==> src/rtl/mxint8_block_quantizer_if.sv <==
// mxint8_block_quantizer_if
//   Handshake bundle for the FP32 -> MXINT8 block quantizer.
//   Input side : i_valid / o_ready / i_float32 / i_last  (one float per beat)
//   Output side: o_valid / i_ready / o_scale / o_elements (one MX block per beat)
//   Signal names keep the quantizer's point of view (i_* into it, o_* out of it).
//   Modports:
//     slave  - the quantizer itself
//     master - the environment feeding floats and consuming blocks
interface mxint8_block_quantizer_if #(
  parameter int BLOCK_SIZE = 32
);
  logic                    i_valid;
  logic                    o_ready;
  logic [31:0]             i_float32;
  logic                    i_last;
  logic                    o_valid;
  logic                    i_ready;
  logic [7:0]              o_scale;
  logic [8*BLOCK_SIZE-1:0] o_elements;

  modport slave (
    input  i_valid, i_float32, i_last, i_ready,
    output o_ready, o_valid, o_scale, o_elements
  );

  modport master (
    output i_valid, i_float32, i_last, i_ready,
    input  o_ready, o_valid, o_scale, o_elements
  );
endinterface

==> src/rtl/mxint8_block_quantizer.sv <==
// mxint8_block_quantizer
//   Streaming FP32 -> MXINT8 block quantizer. Collects up to BLOCK_SIZE float32
//   values, takes the largest effective biased exponent as the shared E8M0
//   scale, then quantizes one element per cycle to 8-bit two's complement
//   (1.6 fixed point) and presents the whole block on the output handshake.
//
//   Ports:
//     i_clk   - clock, all state changes on the rising edge
//     i_rst_n - synchronous active-low reset
//     bus     - mxint8_block_quantizer_if.slave (input float stream, output block)
//
//   Optional feature (compile-time macro MXINT8_QUANT_RNE_EN):
//     defined   - round-to-nearest-even on the element magnitude
//     undefined - truncate the magnitude toward zero (no rounding logic built)
module mxint8_block_quantizer #(
  parameter int BLOCK_SIZE = 32
) (
  input  logic                          i_clk,
  input  logic                          i_rst_n,
  mxint8_block_quantizer_if.slave       bus
);

  localparam int IW = $clog2(BLOCK_SIZE);
  localparam int CW = IW + 1;

  typedef enum logic [1:0] {
    FILL  = 2'd0,
    QUANT = 2'd1,
    OUT   = 2'd2
  } state_t;

  state_t          state_reg, state_next;
  logic [CW-1:0]   cnt_reg;
  logic [CW-1:0]   q_cnt_reg;
  logic [7:0]      max_exp_reg;
  logic            nan_seen_reg;
  logic [7:0]      scale_reg;

  logic [31:0]     buf_mem [BLOCK_SIZE];
  logic [31:0]     rd_data_reg;
  logic            rd_valid_reg;
  logic [7:0]      elem_reg [BLOCK_SIZE];

  // ---------------- handshake decode ----------------
  logic       in_hs, fill_done, quant_done, out_hs;
  logic [7:0] in_exp, in_eff;

  assign in_hs      = bus.i_valid && (state_reg == FILL);
  assign fill_done  = in_hs && (bus.i_last || (cnt_reg == CW'(BLOCK_SIZE - 1)));
  assign quant_done = (state_reg == QUANT) && (q_cnt_reg == CW'(BLOCK_SIZE));
  assign out_hs     = (state_reg == OUT) && bus.i_ready;

  assign in_exp = bus.i_float32[30:23];
  assign in_eff = (in_exp == 8'd0) ? 8'd1 : in_exp;

  // ---------------- FSM ----------------
  always_ff @(posedge i_clk) begin
    if (!i_rst_n) state_reg <= FILL;
    else          state_reg <= state_next;
  end

  always_comb begin
    state_next = state_reg;
    case (state_reg)
      FILL:    if (fill_done)  state_next = QUANT;
      QUANT:   if (quant_done) state_next = OUT;
      OUT:     if (out_hs)     state_next = FILL;
      default:                 state_next = FILL;
    endcase
  end

  assign bus.o_ready = (state_reg == FILL);
  assign bus.o_valid = (state_reg == OUT);
  assign bus.o_scale = scale_reg;

  // ---------------- block bookkeeping ----------------
  always_ff @(posedge i_clk) begin
    if (!i_rst_n) begin
      cnt_reg      <= '0;
      q_cnt_reg    <= '0;
      max_exp_reg  <= 8'd1;
      nan_seen_reg <= 1'b0;
      scale_reg    <= 8'd0;
    end else begin
      if (in_hs) begin
        cnt_reg <= cnt_reg + CW'(1);
        if (in_exp == 8'hFF)      nan_seen_reg <= 1'b1;
        if (in_eff > max_exp_reg) max_exp_reg  <= in_eff;
      end
      if (out_hs) begin
        cnt_reg      <= '0;
        max_exp_reg  <= 8'd1;
        nan_seen_reg <= 1'b0;
      end
      // q_cnt walks 0..BLOCK_SIZE: read address leads the write index by one
      // because the buffer read is registered.
      if (fill_done)               q_cnt_reg <= '0;
      else if (state_reg == QUANT) q_cnt_reg <= q_cnt_reg + CW'(1);
      if (quant_done) scale_reg <= nan_seen_reg ? 8'hFF : max_exp_reg;
    end
  end

  // ---------------- input buffer (registered read) ----------------
  always_ff @(posedge i_clk) begin
    if (in_hs) buf_mem[cnt_reg[IW-1:0]] <= bus.i_float32;
    rd_data_reg <= buf_mem[q_cnt_reg[IW-1:0]];
  end

  // Slots at or beyond cnt were never written for this block (partial block);
  // they read as +0.0 regardless of stale buffer contents.
  always_ff @(posedge i_clk) begin
    if (!i_rst_n) rd_valid_reg <= 1'b0;
    else          rd_valid_reg <= (q_cnt_reg < cnt_reg);
  end

  // ---------------- element quantizer ----------------
  logic [31:0] q_word;
  logic [7:0]  q_exp, q_eff, q_shift;
  logic [23:0] q_sig;
  logic [8:0]  q_total;
  logic [24:0] q_mag_full;
  logic [6:0]  q_mag;
  logic [7:0]  q_elem;

  assign q_word  = rd_valid_reg ? rd_data_reg : 32'd0;
  assign q_exp   = q_word[30:23];
  assign q_eff   = (q_exp == 8'd0) ? 8'd1 : q_exp;
  assign q_sig   = {(q_exp != 8'd0), q_word[22:0]};
  // max_exp is the block maximum, so the subtraction never goes negative.
  assign q_shift = max_exp_reg - q_eff;
  assign q_total = 9'd17 + {1'b0, q_shift};

`ifdef MXINT8_QUANT_RNE_EN
  // 42 fraction bits below the integer part cover the largest shift that can
  // still produce a nonzero result, so the sticky OR loses nothing.
  logic [65:0] q_ext;
  logic [23:0] q_trunc;
  logic        q_guard, q_sticky, q_round_up;

  assign q_ext      = {q_sig, 42'd0} >> q_total;
  assign q_trunc    = q_ext[65:42];
  assign q_guard    = q_ext[41];
  assign q_sticky   = |q_ext[40:0];
  assign q_round_up = q_guard && (q_sticky || q_trunc[0]);
  assign q_mag_full = {1'b0, q_trunc} + {24'd0, q_round_up};
`else
  logic [23:0] q_trunc;

  assign q_trunc    = q_sig >> q_total;
  assign q_mag_full = {1'b0, q_trunc};
`endif

  // Saturate at 127 so -128 is never emitted; no scale adjustment on overflow.
  assign q_mag  = (q_shift >= 8'd25)        ? 7'd0   :
                  (q_mag_full > 25'd127)    ? 7'd127 : q_mag_full[6:0];
  assign q_elem = nan_seen_reg ? 8'd0 :
                  (q_word[31] ? (8'd0 - {1'b0, q_mag}) : {1'b0, q_mag});

  logic          q_write;
  logic [IW-1:0] q_wr_idx;

  assign q_write  = (state_reg == QUANT) && (q_cnt_reg != '0);
  assign q_wr_idx = IW'(q_cnt_reg - CW'(1));

  // ---------------- element registers ----------------
  generate
    for (genvar gi = 0; gi < BLOCK_SIZE; gi++) begin : g_elem
      always_ff @(posedge i_clk) begin
        if (!i_rst_n || fill_done)                     elem_reg[gi] <= 8'd0;
        else if (q_write && (q_wr_idx == IW'(gi)))     elem_reg[gi] <= q_elem;
      end
      assign bus.o_elements[8*gi +: 8] = elem_reg[gi];
    end
  endgenerate

endmodule
==> src/flat_wrapper.sv <==
// flat-port wrapper written by rule: the top's interface ports become plain ports
module mxint8_block_quantizer_flat 
#(
  parameter int BLOCK_SIZE = 32
)
  (i_clk, i_rst_n, bus_i_valid, bus_i_float32, bus_i_last, bus_i_ready, bus_o_ready, bus_o_valid, bus_o_scale, bus_o_elements);
  mxint8_block_quantizer_if #(.BLOCK_SIZE(BLOCK_SIZE)) bus_i ();
  input  logic i_clk;
  input  logic i_rst_n;
  input wire logic [$bits(bus_i.i_valid)-1:0] bus_i_valid;
  input wire logic [$bits(bus_i.i_float32)-1:0] bus_i_float32;
  input wire logic [$bits(bus_i.i_last)-1:0] bus_i_last;
  input wire logic [$bits(bus_i.i_ready)-1:0] bus_i_ready;
  output wire logic [$bits(bus_i.o_ready)-1:0] bus_o_ready;
  output wire logic [$bits(bus_i.o_valid)-1:0] bus_o_valid;
  output wire logic [$bits(bus_i.o_scale)-1:0] bus_o_scale;
  output wire logic [$bits(bus_i.o_elements)-1:0] bus_o_elements;
  assign bus_i.i_valid = bus_i_valid;
  assign bus_i.i_float32 = bus_i_float32;
  assign bus_i.i_last = bus_i_last;
  assign bus_i.i_ready = bus_i_ready;
  assign bus_o_ready = bus_i.o_ready;
  assign bus_o_valid = bus_i.o_valid;
  assign bus_o_scale = bus_i.o_scale;
  assign bus_o_elements = bus_i.o_elements;
  mxint8_block_quantizer #(.BLOCK_SIZE(BLOCK_SIZE)) u_core (.i_clk(i_clk), .i_rst_n(i_rst_n), .bus(bus_i));
endmodule
==> config.mk <==
export PLATFORM = sky130hd
export DESIGN_NAME = mxint8_block_quantizer_flat
export DESIGN_NICKNAME = d
export VERILOG_FILES = /design/src/rtl/mxint8_block_quantizer_if.sv /design/src/rtl/mxint8_block_quantizer.sv /design/src/flat_wrapper.sv
export SDC_FILE = /design/constraint.sdc
export NUM_CORES = 1
export LEC_CHECK = 0
export BUFFER_PORTS_ARGS = -buffer_cell sky130_fd_sc_hd__buf_2
export CORE_MARGIN = 4
export CORE_UTILIZATION = 30
export CTS_CLUSTER_DIAMETER = 100
export CTS_CLUSTER_SIZE = 12
export DETAILED_ROUTE_END_ITERATION = 10
export SYNTH_ARGS = -nofsm -noshare
export SYNTH_HDL_FRONTEND = slang
export SYNTH_SLANG_ARGS = --single-unit
==> constraint.sdc <==
create_clock -name i_clk -period 6.2 [get_ports i_clk]
set_clock_uncertainty 0.2 [all_clocks]
set_input_delay 1.55 -clock i_clk [delete_from_list [all_inputs] [get_ports i_clk]]
set_output_delay 1.55 -clock i_clk [all_outputs]
set_load 0.02 [all_outputs]
==> run summary <==
status = completed
Setup crit end kind = flip-flop
post-synthesis register bit count = 783
critical path type = reg2reg
number of antenna violations at the first check in global routing = 8
share of final-layout standard cells stronger than drive strength 1 = 0.3143
largest net degree at the start of global routing = 50
flip-flop count of the largest register, all copies and words added = 480
CTS root buffer = clkbuf_16
Cell variety after synth = 62
max-slew violation total from the final report = 0
combined area of all synthesized cells = 31030 um2
number of global-route vias before repair = 17070
Bufs on Longest Clock Path = 3
startpoint of the lowest-slack hold path = u_core.cnt_reg[5]
Ports = 303
worst reg2reg startpoint = u_core.rd_data_reg[27]
worst reg2reg path depth = 18
terminating pin of the worst hold path = u_core.cnt_reg[5]
Die X-Extent = 329.6 um
Hold Path Depth = 2
mean area per synthesized cell = 17.68 um2
first-pass GRT wire length = 116000 um
number of post-CTS setup repair buffers = 0
Starting Density = 0.3036
top library cells by usage in the layout, fill and taps aside = edfxtp_1 (736), nor2_1 (293), buf_2 (285), mux4_2 (152), nand2_1 (77)
ordered list of cells on the worst path = nor4_1, nand2_1, nand3b_1, ha_1, inv_1, fa_1, a211oi_1, nor2_1, mux2_4, nor4_4, nand2_2, inv_1, nand2_1, ha_1, a31oi_1, xnor2_2, buf_4, nor2_1
mean routed wirelength per cell = 23.14 um
clock period minus worst slack = 5.295 ns
drt first-iter violations = 1587
type of element launching the critical path = flip-flop
filler instances = 9560
PwrDens = 306.5 nW/um2
slew margin rel. = 0.1433
number of nets with antenna violations after detailed routing = 0
Achievable Freq = 0.1889 GHz
most common cell after layout, fill and taps aside = edfxtp_1
full die area = 108600 um2
syn nets = 1824
worst-skew pair later-pin latency = 0.67 ns
Std-Cell Core Area = 102200 um2
peak fanout along the critical path = 26
final layout net count = 2150
commonest register cell after synthesis = edfxtp_1
total clock buffers created by CTS = 76
input/output buffers = 285
data arrival time of the critical path = 5.44 ns
post-CTS resize count = 0
Non-Filler Cell Area, Final = 36580 um2
register clock-pin slew on the reported worst setup and hold paths = 0.06 ns
number of remaining DRC errors = 0
area of placed instances = 34290 um2
max incr delay on CP = 0.50 ns
endpoint of the most critical register-to-register path = u_core.elem_reg[0][70]
Final setup viols = 0
Final Hold Fails = 0
post-cts hold buffer count = 0
number of clock sinks = 783
worst vdd ir = 162.5 uV
level count of the clock H-tree = 3
count of standard-cell rows = 117
transition time at the pin with the least slew margin = 1.272 ns
async set or reset register ratio after synthesis = 0
Register-to-Register Setup Slack = 0.91 ns
type of the worst min-delay path = reg2reg
TritonCTS clock tree = done
RD Place Congestion = 0.8326
number of max-cap violations = 0
unrepaired setup endpoints after global routing = false
placed wire-length estimate = 53200 um
share of the clock period used by the worst path after layout = 0.8540
number of warnings reported in the yosys synthesis log = 0
static power due to leakage = 0.01203 uW
Overflow after GRT = 0
slowest stage cell, crit path = fa_1
data required time of the critical path = 6.35 ns
Vias/cell = 4.839
GR Util All Layers = 0.1461
fin util = 0.3580
vertical extent of the die = 329.6 um
post-route setup TNS = 0 ns
count of flip-flops with a built-in enable after synthesis = 736
first-pass iteration count of the detailed router = 5
count of mapped cells out of synthesis = 1755
P&R area growth vs syn = 17.89%
overall routed net length = 81130 um
total number of vias = 16970
sequential element share of the synthesized area = 0.7427
## kinds of logic after synthesis
group,synth area share
flip-flops,0.7427
AND/OR/NAND/NOR,0.07864
adder cells (fa/ha/maj),0.01315
multiplexers,0.1201
XOR/XNOR,0.005888
AO/OA/AOI/OAI,0.02206
buffers and inverters,0.01746
## how the worst max path moves through the flow
stage                                 startpoint                 endpoint  cells after the start
after floorplan           u_core.rd_data_reg[27]   u_core.elem_reg[0][17]                     17
after global placement    u_core.rd_data_reg[27]   u_core.elem_reg[0][34]                     17
after detailed placement  u_core.rd_data_reg[27]  u_core.elem_reg[0][114]                     18
after CTS                 u_core.rd_data_reg[27]   u_core.elem_reg[0][34]                     17
after global routing      u_core.rd_data_reg[27]   u_core.elem_reg[0][70]                     17
final                     u_core.rd_data_reg[27]   u_core.elem_reg[0][70]                     18
## worst max-delay path: cells and delay by family, from the launching register on
family,cells,cell delay [ns]
AND/OR/NAND/NOR,8,1.60
XOR/XNOR,1,0.27
buffers and inverters,3,0.69
AO/OA/AOI/OAI,2,0.59
multiplexers,1,0.33
flip-flops,1,0.31
adder cells (fa/ha/maj),3,0.94
## stage by stage
step | hold WS, ns | total power, uW | instances | setup WS, ns
2_1_floorplan | 0.2717 | 6644 | 1755 | 1.884
3_3_place_gp | 0.2903 | 6947 | 3370 | 1.058
3_5_place_dp | 0.3086 | 6969 | 3370 | 0.9272
4_1_cts | 0.3169 | 11350 | 3502 | 0.8636
5_1_grt | 0.3829 | 11620 | 3503 | 0.6273
6_report | 0.3207 | 11210 | 3506 | 0.9055
## power by group
group | internal, uW | leakage [uW] | switching (uW) | total [uW]
registers | 5910 | 0.00743 | 62.6 | 5970
clock network | 2360 | 0.00108 | 2000 | 4360
logic | 296 | 0.00352 | 578 | 874
total | 8570 | 0.0120 | 2640 | 11200
## per-layer routing
layer / vias to the layer above / GRT usage / routed length [um]
met1: 8799 / 0.1824 / 32330
li1: 7443 / - / -
met5: - / 0 / 25
met3: 118 / 0.03581 / 6256
met2: 603 / 0.2542 / 40910
met4: 4 / 0.03865 / 1602
## synth_stat cells (6+ instances only)
library cell  number  area share
nand3_1           22      0.0035
nand4_1            7      0.0014
clkbuf_1          62      0.0075
xnor2_1           11      0.0031
xor2_1             8      0.0023
edfxtp_1         736        0.71
dfxtp_1           47       0.030
nand2b_1          19      0.0038
ha_1              31       0.013
mux4_2           152        0.11
nor2b_1           11      0.0022
mux2i_1           12      0.0039
a21oi_1           21      0.0034
nand2_1           77      0.0093
o21ai_0           44      0.0071
buf_2             19      0.0031
mux2_2            15      0.0054
nor3_1            14      0.0023
nor2_1           301       0.036
buf_1             13      0.0016
a31oi_1            6      0.0012
nor4_2            28       0.011
o311a_1            8      0.0026
inv_1             21      0.0025
## cell type report
type	count	area (um2)	area share
diodes	3	7.507	0.0002052
clock buffers	121	2071	0.05661
clock inverters	11	200.2	0.005473
inverters	22	82.58	0.002258
multi-input cells	851	7560	0.2067
flip-flops and latches	783	23050	0.6302
well taps	1368	1712	0.04680
repair buffers	347	1892	0.05172
(Power assumes the default switching activity.)
